===== src/rtl/riscv_div_unit.sv =====
// Multi-cycle radix-2 restoring divider for RISC-V DIV/DIVU/REM/REMU with sign fix-up.
// Optional DIV_EARLY_OUT_EN: finishes in one cycle when |a| < |b|.
module riscv_div_unit #(
    parameter int DATA_W = 32,
    parameter int ALU_OP = 5,
    parameter int ADDR_W = 5
) (
    input  logic              clk,
    input  logic              rst,
    input  logic              req_valid,
    output logic              req_ready,
    input  logic [ALU_OP-1:0] req_op,
    input  logic [DATA_W-1:0] req_a,
    input  logic [DATA_W-1:0] req_b,
    input  logic [ADDR_W-1:0] req_rd,
    input  logic              flush,
    output logic              resp_valid,
    input  logic              resp_ready,
    output logic [DATA_W-1:0] resp_data,
    output logic [ADDR_W-1:0] resp_rd,
    output logic              resp_illegal,
    output logic              busy
);

    localparam logic [ALU_OP-1:0] ALU_DIV  = ALU_OP'(5'b01100);
    localparam logic [ALU_OP-1:0] ALU_DIVU = ALU_OP'(5'b01101);
    localparam logic [ALU_OP-1:0] ALU_REM  = ALU_OP'(5'b01010);
    localparam logic [ALU_OP-1:0] ALU_REMU = ALU_OP'(5'b01011);
    localparam int CNT_W = $clog2(DATA_W);
    localparam logic [DATA_W-1:0] MIN_NEG = {1'b1, {(DATA_W-1){1'b0}}};

    typedef enum logic [1:0] {IDLE, CALC, SIGN, DONE} state_t;
    state_t state, state_next;

    logic [DATA_W-1:0] divisor, quo, rem;
    logic [CNT_W-1:0]  count;
    logic              q_neg, r_neg, want_rem;

    logic              op_legal, op_signed, op_rem, a_neg, b_neg;
    logic              b_zero, overflow, early_out, special, accept;
    logic [DATA_W-1:0] a_mag, b_mag, special_data;
    logic [DATA_W:0]   shifted, trial;
    logic              take;
    logic [DATA_W-1:0] q_final, r_final;

    // Request decode: magnitudes and the results that skip the iterative loop
    always_comb begin
        op_legal  = (req_op == ALU_DIV) || (req_op == ALU_DIVU) ||
                    (req_op == ALU_REM) || (req_op == ALU_REMU);
        op_signed = (req_op == ALU_DIV) || (req_op == ALU_REM);
        op_rem    = (req_op == ALU_REM) || (req_op == ALU_REMU);
        a_neg     = op_signed & req_a[DATA_W-1];
        b_neg     = op_signed & req_b[DATA_W-1];
        a_mag     = a_neg ? -req_a : req_a;
        b_mag     = b_neg ? -req_b : req_b;
        b_zero    = (req_b == '0);
        overflow  = op_signed && (req_a == MIN_NEG) && (req_b == '1);
`ifdef DIV_EARLY_OUT_EN
        early_out = !b_zero && (a_mag < b_mag);
`else
        early_out = 1'b0;
`endif
        special      = !op_legal || b_zero || overflow || early_out;
        special_data = '0;
        if (!op_legal)
            special_data = '0;
        else if (b_zero)
            special_data = op_rem ? req_a : '1;
        else if (overflow)
            special_data = op_rem ? '0 : MIN_NEG;
        else if (early_out)
            special_data = op_rem ? req_a : '0;
        accept = (state == IDLE) && req_valid && !flush;
    end

    // A set MSB in the shifted remainder means it already exceeds any divisor
    always_comb begin
        shifted = {rem, quo[DATA_W-1]};
        trial   = shifted - {1'b0, divisor};
        take    = shifted[DATA_W] | ~trial[DATA_W];
        q_final = q_neg ? -quo : quo;
        r_final = r_neg ? -rem : rem;
    end

    always_ff @(posedge clk) begin
        if (rst)
            state <= IDLE;
        else
            state <= state_next;
    end

    always_comb begin
        state_next = state;
        case (state)
            IDLE: if (accept) state_next = special ? DONE : CALC;
            CALC: if (count == '0) state_next = SIGN;
            SIGN: state_next = DONE;
            DONE: if (resp_ready) state_next = IDLE;
            default: state_next = IDLE;
        endcase
        if (flush && (state != IDLE))
            state_next = IDLE;
    end

    assign req_ready  = (state == IDLE);
    assign busy       = (state != IDLE);
    assign resp_valid = (state == DONE);

    always_ff @(posedge clk) begin
        if (rst) begin
            resp_data    <= '0;
            resp_rd      <= '0;
            resp_illegal <= 1'b0;
            quo          <= '0;
            rem          <= '0;
            divisor      <= '0;
            count        <= '0;
            q_neg        <= 1'b0;
            r_neg        <= 1'b0;
            want_rem     <= 1'b0;
        end else begin
            case (state)
                IDLE: begin
                    if (accept) begin
                        resp_rd      <= req_rd;
                        resp_illegal <= !op_legal;
                        quo          <= a_mag;
                        rem          <= '0;
                        divisor      <= b_mag;
                        count        <= CNT_W'(DATA_W - 1);
                        q_neg        <= a_neg ^ b_neg;
                        r_neg        <= a_neg;
                        want_rem     <= op_rem;
                        if (special)
                            resp_data <= special_data;
                    end
                end
                CALC: begin
                    quo   <= {quo[DATA_W-2:0], take};
                    rem   <= take ? trial[DATA_W-1:0] : shifted[DATA_W-1:0];
                    count <= count - CNT_W'(1);
                end
                SIGN: resp_data <= want_rem ? r_final : q_final;
                default: ;
            endcase
        end
    end

endmodule


===== config.mk =====
export PLATFORM = sky130hd
export DESIGN_NAME = riscv_div_unit
export DESIGN_NICKNAME = d
export VERILOG_FILES = /design/src/rtl/riscv_div_unit.sv
export SDC_FILE = /design/constraint.sdc
export NUM_CORES = 1
export LEC_CHECK = 0
export CORE_MARGIN = 4
export CORE_UTILIZATION = 55
export DETAILED_ROUTE_END_ITERATION = 8
export PLACE_DENSITY = 0.78
export SKIP_CTS_REPAIR_TIMING = 1
export SLEW_MARGIN = 15
export SYNTH_ARGS = -nofsm -noshare
export SYNTH_HDL_FRONTEND = slang
export SYNTH_SLANG_ARGS = --single-unit

===== constraint.sdc =====
create_clock -name clk -period 5.66 [get_ports clk]
set_input_delay 1.415 -clock clk [delete_from_list [all_inputs] [get_ports clk]]
set_output_delay 1.415 -clock clk [all_outputs]
set_load 0.03 [all_outputs]

==> results of run 1 <==
## layer usage
metal	up-vias	GRT usage, %	wire [um]
met1	5217	41.8	14400
met3	58	5.43	2870
met2	509	48.3	15200
met4	0	7.07	588
met5	-	0	0
li1	5345	-	-
## flip-flops by register name (all words and copies together), names as in the netlist
signal,count
divisor,32
want_rem,1
rem,32
q_neg,1
state,2
r_neg,1
resp_rd,5
quo,32
resp_data,32
count,5
resp_illegal,1
## through the flow
step / hold slack, ns / utilization, %
2_1_floorplan: 0.432 / -
3_3_place_gp: 0.441 / 63.9
3_5_place_dp: 0.447 / 63.9
4_1_cts: 0.454 / 67.0
5_1_grt: 0.475 / 67.0
6_report: 0.454 / 67.0
## cell type report
type,instances,area share [%]
multi-input combinational,1140,57.9
inverter,60,1.77
tap,260,2.56
clock inverter,13,1.27
timing repair buffer,137,10.4
clock buffer,19,3.41
sequential,144,22.7
## synth_stat cells, types with 11 or more instances
cell type  number
nor2_1        145
clkbuf_1       72
nand2_1       153
or3_1          22
a31oi_1        11
ha_1           43
o21ai_0        99
or4_1          17
dfxtp_1       144
o31ai_1        29
o41ai_1        19
nor3_1         30
nand3_1        19
xnor2_1        78
o22ai_1        14
a21o_1         16
inv_1          59
a311oi_1       21
a211oi_1       50
mux2i_1        23
nand4_1        12
xor2_1         68
a21oi_1       101
o211ai_1       40
## power groups by stage
stage	Clock (uW)	Combinational (uW)	Sequential, uW
global placement	0	1920	1410
CTS	1170	1970	1400
global route	1220	2180	1420
finish	1170	2000	1410
floorplan	0	1260	1500
detailed placement	0	1950	1420
## worst max path at each step
stage / from / end / slack (ns) / cells past startpoint
6_report: req_b[15] / resp_data[16] / 1.12 / 10
5_1_grt: req_b[15] / resp_data[2] / 0.80 / 10
4_1_cts: req_b[15] / resp_data[16] / 1.16 / 10
3_5_place_dp: req_b[15] / resp_data[16] / 0.74 / 10
3_3_place_gp: req_a[4] / resp_data[3] / 0.85 / 10
2_1_floorplan: req_a[15] / resp_data[5] / 1.76 / 9
## cells by family after synthesis
family / count (synthesis) / synth area share [%]
buffers and inverters: 145 / 5.20
DFF: 144 / 26.8
adders and majority gates: 44 / 5.18
and+or+nand+nor: 469 / 20.7
AOI/OAI and AO/OA: 457 / 28.0
muxes: 24 / 2.24
xor gates and xnor gates: 146 / 11.9
## placed cells by master, fill, tap and decap left out, types with 10 or more instances in the layout
| master | count |
|---|---|
| buf_4 | 19 |
| a311oi_1 | 21 |
| nor2_1 | 144 |
| a21oi_1 | 100 |
| nand2_1 | 153 |
| or4_1 | 17 |
| dfxtp_1 | 144 |
| or3_1 | 22 |
| o211ai_1 | 40 |
| o22ai_1 | 14 |
| a21o_1 | 16 |
| a31oi_1 | 11 |
| xor2_1 | 68 |
| mux2i_1 | 23 |
| inv_1 | 59 |
| and3_1 | 10 |
| o41ai_1 | 19 |
| xnor2_1 | 78 |
| nand4_1 | 12 |
| clkdlybuf4s50_1 | 118 |
| a211oi_1 | 50 |
| ha_1 | 43 |
| o21ai_0 | 99 |
| nand3_1 | 19 |
| or2_2 | 10 |
| nand2b_1 | 10 |
| clkbuf_16 | 17 |
| nor3_1 | 30 |
| a32oi_1 | 10 |
| o31ai_1 | 29 |
## tightest hold or removal path: stages (launching register included)
cell,delay [ns]
dfxtp_1,0.31
nand2_1,0.05
a21oi_1,0.05
==> impl_metrics.ini, run 1 <==
[yosys]
syn_inst = 1429
yosysWarningCount = 0
synth-seq-cells = 144
ys_seq_area_share_pct = 26.8
syn-num-nets = 1552
synth.distinct_cells = 67
syn_area_sq_mm = 0.0108
synth_ff_type = dfxtp_1
synthArstFlopShare_pct = 0
yosys.area.top_type_share_pct = 26.8
synth_largest_area_cell = dfxtp_1
ys_top_cells_by_area = dfxtp_1 (27%), xnor2_1 (6.3%), xor2_1 (5.5%)
synth_edf_count = 0
avgSynthCellArea_sq_um = 7.54

[global_route]
antenna_found_initial = 1
grt_pass1_vias = 10400
overflow = 0
grt_use_total_pct = 29.9
grt_max_degree = 91
grt_pass1_wl_mm = 54.2

[critical_path]
crit_path_max_incr_delay_ns = 0.61
worstPathMaxFanout = 54
rr_endpoint = rem[7]
cp.arrival_ns = 4.87
crit_slowest_cell = or4_1
crit_family = simple AND/OR/NAND/NOR gates
critPathKind = in -> reg
r2r_setup_slack_ns = 2.03
worstSetupEndpointType = flop
start_kind = primary input
required_ns = 5.99
path_buf_inv = 2
rr_worst_depth = 13
path_cells = clkdlybuf4s50_1 > or4_1 > nor4b_1 > nor2b_1 > nand4b_1 > and3_1 > o21ai_4 > buf_4 > nor2_1 > a311oi_1
rr_startpoint = quo[31]

[power_and_ir_drop]
p_int_uw = 2680
seqPwrFrac_pct = 30.8
p_total_uw = 4570
ir_worst_vdd_v = 0.000271
pwr-share-comb_pct = 43.7
sw_frac_of_total_pct = 41.3
pwr-share-clk_pct = 25.5
p_per_area_mw_per_mm2 = 360
switchingPower_uw = 1890
leakagePower_uw = 0.00458

[drt]
viasPerCell = 6.28
antenna_left = 0
wl_mm = 33.1
drc = 0
dr.pass1.iters = 5
vias = 11100
routedWlPerCell_um = 18.7
dr.first_iter.drc_count = 1129

[floorplanning]
dieHeight_um = 148
die_w_um = 148
core_sq_mm = 0.0190
die_area_sq_mm = 0.0219
row_count = 50
start_util_pct = 56.8
pin_count = 120

[sta]
clock_skew_ns = 0.0137
fin_crit_sh_pct = 80.2
worst_pin_slew_ns = 1.18
max_freq_ghz = 0.220
setup_tns_ns = 0
period_minus_slack_ns = 4.54
final.setup.worst_slack_ns = 1.12
rsz0062_at_grt = false
slew_violations = 0
setup_viol = 0
finalHoldViolCount = 0
slew_headroom_pct = 21.5

[finish]
num-nets-final = 1623
multi_input_area_sq_mm = 0.00735
diodes = 0
num-fill-cells = 1648
final_area_sq_mm = 0.0127
layout.cells.non_filler = 1773
final-seq-area_sq_mm = 0.00288
layout-drive-gt1-share_pct = 5.29
areaGrowthSynthToFinish_pct = 17.9

[placement]
dp_cells = 1741
portBuffers = 119
pre_cts_ws_ns = 0.737
hpwl_mm = 24.1
gp_congestion = 0.944
dpl_cell_area_sq_mm = 0.0121

[min_path]
min_to = divisor[31]
min_path_type = reg -> reg
min_from = divisor[31]
min_path_cells = 2

[clock_network]
insertion_delay_ns = 0.43
cts_made_buffers = 17
clockBufferDepth = 2
tritoncts = yes
htreeDepth = 4
clock-sinks = 144
cts.clk_slew.worst_paths_ns = 0.06
cts_root_buffer = clkbuf_16

[job]
cap_violations = 0

[status]
status = finished, final reports clean
Note: power is estimated with default switching activity, not from simulation.
==> run 2, diff against run 1 <==
clock period = 4.38 ns   (was 5.66 ns; I/O delays follow)
==> run 2 against run 1 <==
Compared with the run above: non-clock buffer count increased by 20; largest cell class unchanged; final cell count is 1.1% higher; first-iteration DRC count hardly changed; sequential share of layout area down 0.25 points; highest routed layer unchanged; combinational power grew 30%; die area unchanged; utilization up 0.76 points; worst hold slack lost 0.00051 ns; critical path depth did not move.
==> impl_metrics.ini, run 2 (synthesized netlist as in run 1, its figures left out) <==
[min_path]
min_path_cells = 2
min_to = resp_rd[2]
min_from = resp_rd[2]
min_path_type = reg -> reg

[critical_path]
crit_slowest_cell = or4_1
worstSetupEndpointType = flop
start_kind = primary input
required_ns = 4.71
crit_path_max_incr_delay_ns = 0.62
cp_num_cells = 10
path_cells = clkdlybuf4s50_1 > or4_1 > nor3_2 > nand4b_4 > or4_1 > and3_1 > o21ai_4 > buf_12 > nor2_1 > a311oi_1
rr_endpoint = rem[25]
rr_worst_depth = 13
cp.arrival_ns = 4.28
path_buf_inv = 2
worst_path_most_repeated_cell = or4_1
crit_family = simple AND/OR/NAND/NOR gates
worstPathMaxFanout = 51
critPathKind = in -> reg
r2r_setup_slack_ns = 0.67
rr_startpoint = quo[31]

[sta]
fin_crit_sh_pct = 90.1
setup_tns_ns = 0
rsz0062_at_grt = false
slew_headroom_pct = 21.4
period_minus_slack_ns = 3.95
setup_viol = 0
finalHoldViolCount = 0
hold_ws_ns = 0.453
clock_skew_ns = 0.0138
worst_pin_slew_ns = 1.18
slew_violations = 0
max_freq_ghz = 0.253

[power_and_ir_drop]
seqPwrFrac_pct = 31.0
p_int_uw = 3450
p_per_area_mw_per_mm2 = 458
leakagePower_uw = 0.00466
ir_worst_vdd_v = 0.000458
sw_frac_of_total_pct = 41.2
pwr-share-clk_pct = 24.8
pwr-share-comb_pct = 44.3
switchingPower_uw = 2420
p_total_uw = 5880

[drt]
viasPerCell = 6.25
antenna_left = 0
dr.first_iter.drc_count = 1128
vias = 11200
wl_met3_mm = 3.06
wl_mm = 33.3
wl_met1_mm = 14.6
routedWlPerCell_um = 18.6
wl_met2_mm = 14.9
dr.pass1.iters = 5
drc = 0
top_layer_used = met4

[clock_network]
cts_root_buffer = clkbuf_16
insertion_delay_ns = 0.43
tritoncts = yes
htreeDepth = 4
clock-sinks = 144
cts_made_buffers = 17
cts.clk_slew.worst_paths_ns = 0.06
clockBufferDepth = 2

[global_route]
antenna_found_initial = 0
grt_pass1_vias = 10300
grt_max_degree = 73
grt_pass1_wl_mm = 53.5
overflow = 0
grt_use_total_pct = 29.9

[finish]
layout-drive-gt1-share_pct = 6.39
num-nets-final = 1643
areaGrowthSynthToFinish_pct = 19.3
num-fill-cells = 1668
fin_util_pct = 67.7
final_common_cell = nand2_1
final_cell_mix = nand2_1 (153), nor2_1 (144), dfxtp_1 (144), clkdlybuf4s50_1 (118), a21oi_1 (100)
diodes = 0

[placement]
hpwl_mm = 24.6
gp_congestion = 0.923
portBuffers = 119

[job]
cap_violations = 0

[floorplanning]
die_w_um = 148
dieHeight_um = 148
start_util_pct = 56.8
pin_count = 120
core_sq_mm = 0.0190
die_area_sq_mm = 0.0219
row_count = 50

[status]
status = finished, final reports clean
run 2: changes by cell type in the layout (fill, tap and decap cells not counted):
cell,change
clkinvlp_4,+2
clkinv_4,-2
bufinv_16,-1
inv_8,-1
clkinv_2,-2
buf_4,+19
clkbuf_8,+2
buf_12,+1
clkbuf_1,+2
run 2: per-layer routing:
| metal | vias up | global-route usage, % |
|---|---|---|
| met1 | 5224 | 41.4 |
| met5 | - | 0 |
| met2 | 511 | 46.8 |
| li1 | 5392 | - |
| met4 | 0 | 9.10 |
| met3 | 73 | 6.62 |
run 2: how the worst max path moves through the flow:
| stage | start | end | slack (ns) |
|---|---|---|---|
| after floorplan | req_a[15] | resp_data[5] | 0.80 |
| after global placement | req_a[15] | resp_data[9] | 0.16 |
| after detailed placement | req_a[15] | resp_data[3] | 0.07 |
| after CTS | req_a[5] | resp_data[13] | 0.50 |
| after global routing | req_a[5] | resp_data[13] | 0.32 |
| final | req_a[5] | resp_data[13] | 0.43 |
run 2: area by class of cell:
| class | count | area (sq um) | area share, % |
|---|---|---|---|
| clock buffer | 23 | 468 | 3.64 |
| sequential | 144 | 2880 | 22.4 |
| clock inverter | 9 | 108 | 0.838 |
| timing repair buffer | 157 | 1490 | 11.6 |
| tap | 260 | 325 | 2.53 |
| multi-input combinational | 1140 | 7350 | 57.2 |
| inverter | 60 | 225 | 1.75 |
run 2: tightest hold or removal path, stage by stage, from the launching register on:
cell and delay [ns]:
dfxtp_1 0.31, nand2_1 0.05, a21oi_1 0.05
run 2: stage by stage:
step                instance area, sq um  worst slack (ns)  instances
floorplan                          10800             0.796       1429
global placement                   12300             0.162       1761
detailed placement                 12300            0.0713       1761
CTS                                12800             0.496       1793
global route                       12800             0.317       1793
finish                             12800             0.432       1793
run 2: power groups by stage:
stage | registers [uW] | clock network [uW] | logic, uW
floorplan | 1930 | 0 | 1620
global placement | 1830 | 0 | 2500
detailed placement | 1830 | 0 | 2540
CTS | 1810 | 1460 | 2560
global route | 1850 | 1520 | 2830
finish | 1820 | 1450 | 2600
==> run 3, diff against run 2 <==
CORE_ASPECT_RATIO = 1.4   (was not set)
CTS_BUF_LIST = sky130_fd_sc_hd__clkbuf_2 sky130_fd_sc_hd__clkbuf_4 sky130_fd_sc_hd__clkbuf_8   (was not set)
==> run 3 against run 2 <==
Compared with the run above: global-route usage is 2.4 points lower; combinational power is essentially flat; final cell count shrank 0.95%; critical path type unchanged; clock skew about the same; fmax is 1.9% higher; critical path depth unchanged; design area is 2.1% lower; worst setup slack better by 0.074 ns; first-iteration DRC count shrank 9.2%; flip-flop and latch count unchanged; die area up 0.14%; largest cell class unchanged; highest routed layer unchanged.
==> impl_metrics.ini, run 3 (synthesized netlist as in run 1, its figures left out) <==
[clock_network]
insertion_delay_ns = 0.46
clock-sinks = 144
tritoncts = yes
cts_root_buffer = clkbuf_8
clockBufferDepth = 2
cts.clk_slew.worst_paths_ns = 0.08
htreeDepth = 4
cts_made_buffers = 17

[sta]
setup_viol = 0
slew_violations = 0
clock_skew_ns = 0.0139
worst_pin_slew_ns = 1.17
period_minus_slack_ns = 3.87
setup_tns_ns = 0
rsz0062_at_grt = false
fin_crit_sh_pct = 88.5
finalHoldViolCount = 0
max_freq_ghz = 0.258
slew_headroom_pct = 22.2

[power_and_ir_drop]
pwr-share-clk_pct = 18.4
p_total_uw = 5350
switchingPower_uw = 2310
ir_worst_vdd_v = 0.000213
pwr-share-comb_pct = 48.1
sw_frac_of_total_pct = 43.2
p_per_area_mw_per_mm2 = 425
seqPwrFrac_pct = 33.5
p_int_uw = 3040
leakagePower_uw = 0.00454

[floorplanning]
start_util_pct = 56.0
core_sq_mm = 0.0192
row_count = 60
die_area_sq_mm = 0.0219
die_w_um = 126
pin_count = 120
dieHeight_um = 174

[critical_path]
required_ns = 4.75
cp_num_cells = 10
crit_slowest_cell = or4_1
path_cells = clkdlybuf4s50_1 > or4_1 > nor3_2 > nand4b_4 > or4_1 > and3_1 > o21ai_4 > buf_12 > nor2_1 > a311oi_1
crit_family = simple AND/OR/NAND/NOR gates
worstSetupEndpointType = flop
crit_end = resp_data[16]
rr_worst_depth = 13
worst_path_most_repeated_cell = or4_1
cp-startpoint = req_a[5]
cp.arrival_ns = 4.25
path_buf_inv = 2
rr_endpoint = rem[5]
crit_path_max_incr_delay_ns = 0.63
critPathKind = in -> reg
start_kind = primary input
rr_startpoint = quo[31]
worstPathMaxFanout = 42
r2r_setup_slack_ns = 0.69

[global_route]
grt_pass1_wl_mm = 50.1
antenna_found_initial = 0
grt_use_total_pct = 27.5
grt_pass1_vias = 10100
grt_max_degree = 73
overflow = 0

[placement]
hpwl_mm = 23.1
gp_congestion = 0.907
portBuffers = 119

[job]
cap_violations = 0

[finish]
multi_input_area_sq_mm = 0.00735
final_common_cell = nand2_1
areaGrowthSynthToFinish_pct = 16.7
num-nets-final = 1638
num-fill-cells = 1747
final-seq-area_sq_mm = 0.00288
final_cell_mix = nand2_1 (153), nor2_1 (144), dfxtp_1 (144), clkdlybuf4s50_1 (118), a21oi_1 (100)
diodes = 0
layout-drive-gt1-share_pct = 6.35

[drt]
viasPerCell = 6.15
drc = 0
antenna_left = 0
dr.pass1.iters = 5
top_layer_used = met4
wl_met1_mm = 12.5
wl_met2_mm = 15.2
dr.first_iter.drc_count = 1024
wl_met3_mm = 1.94
wl_mm = 30.9
routedWlPerCell_um = 17.4
vias = 10900

[min_path]
min_path_type = reg -> reg

[status]
status = finished, final reports clean
[run 3: cell types whose count changed in the layout (fill, tap and decap cells not counted), sizes merged]
cell / delta
buf: -5
clkinv: +3
bufinv: -2
clkbuf: -1
clkinvlp: +1
inv: -1
[run 3: layout make-up]
class	instances	area share (%)
Multi-Input combinational cell	1140	58.4
Sequential cell	144	22.9
Timing Repair Buffer	152	11.5
Tap cell	248	2.47
Clock buffer	22	2.36
Inverter	60	1.79
Clock inverter	10	0.488
[run 3: power groups by stage]
stage | sequential [uW] | clock, uW | combinational, uW
after floorplan | 1930 | 0 | 1620
after global placement | 1800 | 0 | 2490
after detailed placement | 1810 | 0 | 2530
after CTS | 1780 | 990 | 2550
after global routing | 1820 | 1040 | 2820
final | 1790 | 984 | 2580
[run 3: metrics by stage]
step | setup slack (ns) | hold WS, ns | utilization [%] | std cells | area (sq um)
floorplan | 0.796 | 0.432 | - | 1429 | 10800
global placement | 0.171 | 0.441 | 63.6 | 1744 | 12200
global route | 0.259 | 0.484 | 65.4 | 1776 | 12600
finish | 0.506 | 0.460 | 65.4 | 1776 | 12600
detailed placement | 0.0639 | 0.451 | 63.6 | 1744 | 12200
CTS | 0.550 | 0.462 | 65.4 | 1776 | 12600
[run 3: worst min-delay path by stage]
stage / from / to / slack, ns / cells after the start
after floorplan: divisor[31] / divisor[31] / 0.43 / 2
after global placement: divisor[31] / divisor[31] / 0.44 / 2
after detailed placement: resp_rd[3] / resp_rd[3] / 0.45 / 2
after CTS: resp_rd[3] / resp_rd[3] / 0.46 / 2
after global routing: resp_rd[2] / resp_rd[2] / 0.48 / 2
final: resp_rd[1] / resp_rd[1] / 0.46 / 2
[run 3: tightest hold or removal path, stage by stage, from the launching register on]
cell	delay [ns]
dfxtp_1	0.31
nand2_1	0.05
a21oi_1	0.05
[run 3: per-layer routing]
layer | global-route usage (%) | vias up
li1 | - | 5387
met1 | 33.5 | 4996
met2 | 47.8 | 454
met3 | 3.98 | 78
met4 | 11.8 | 0
met5 | 0 | -
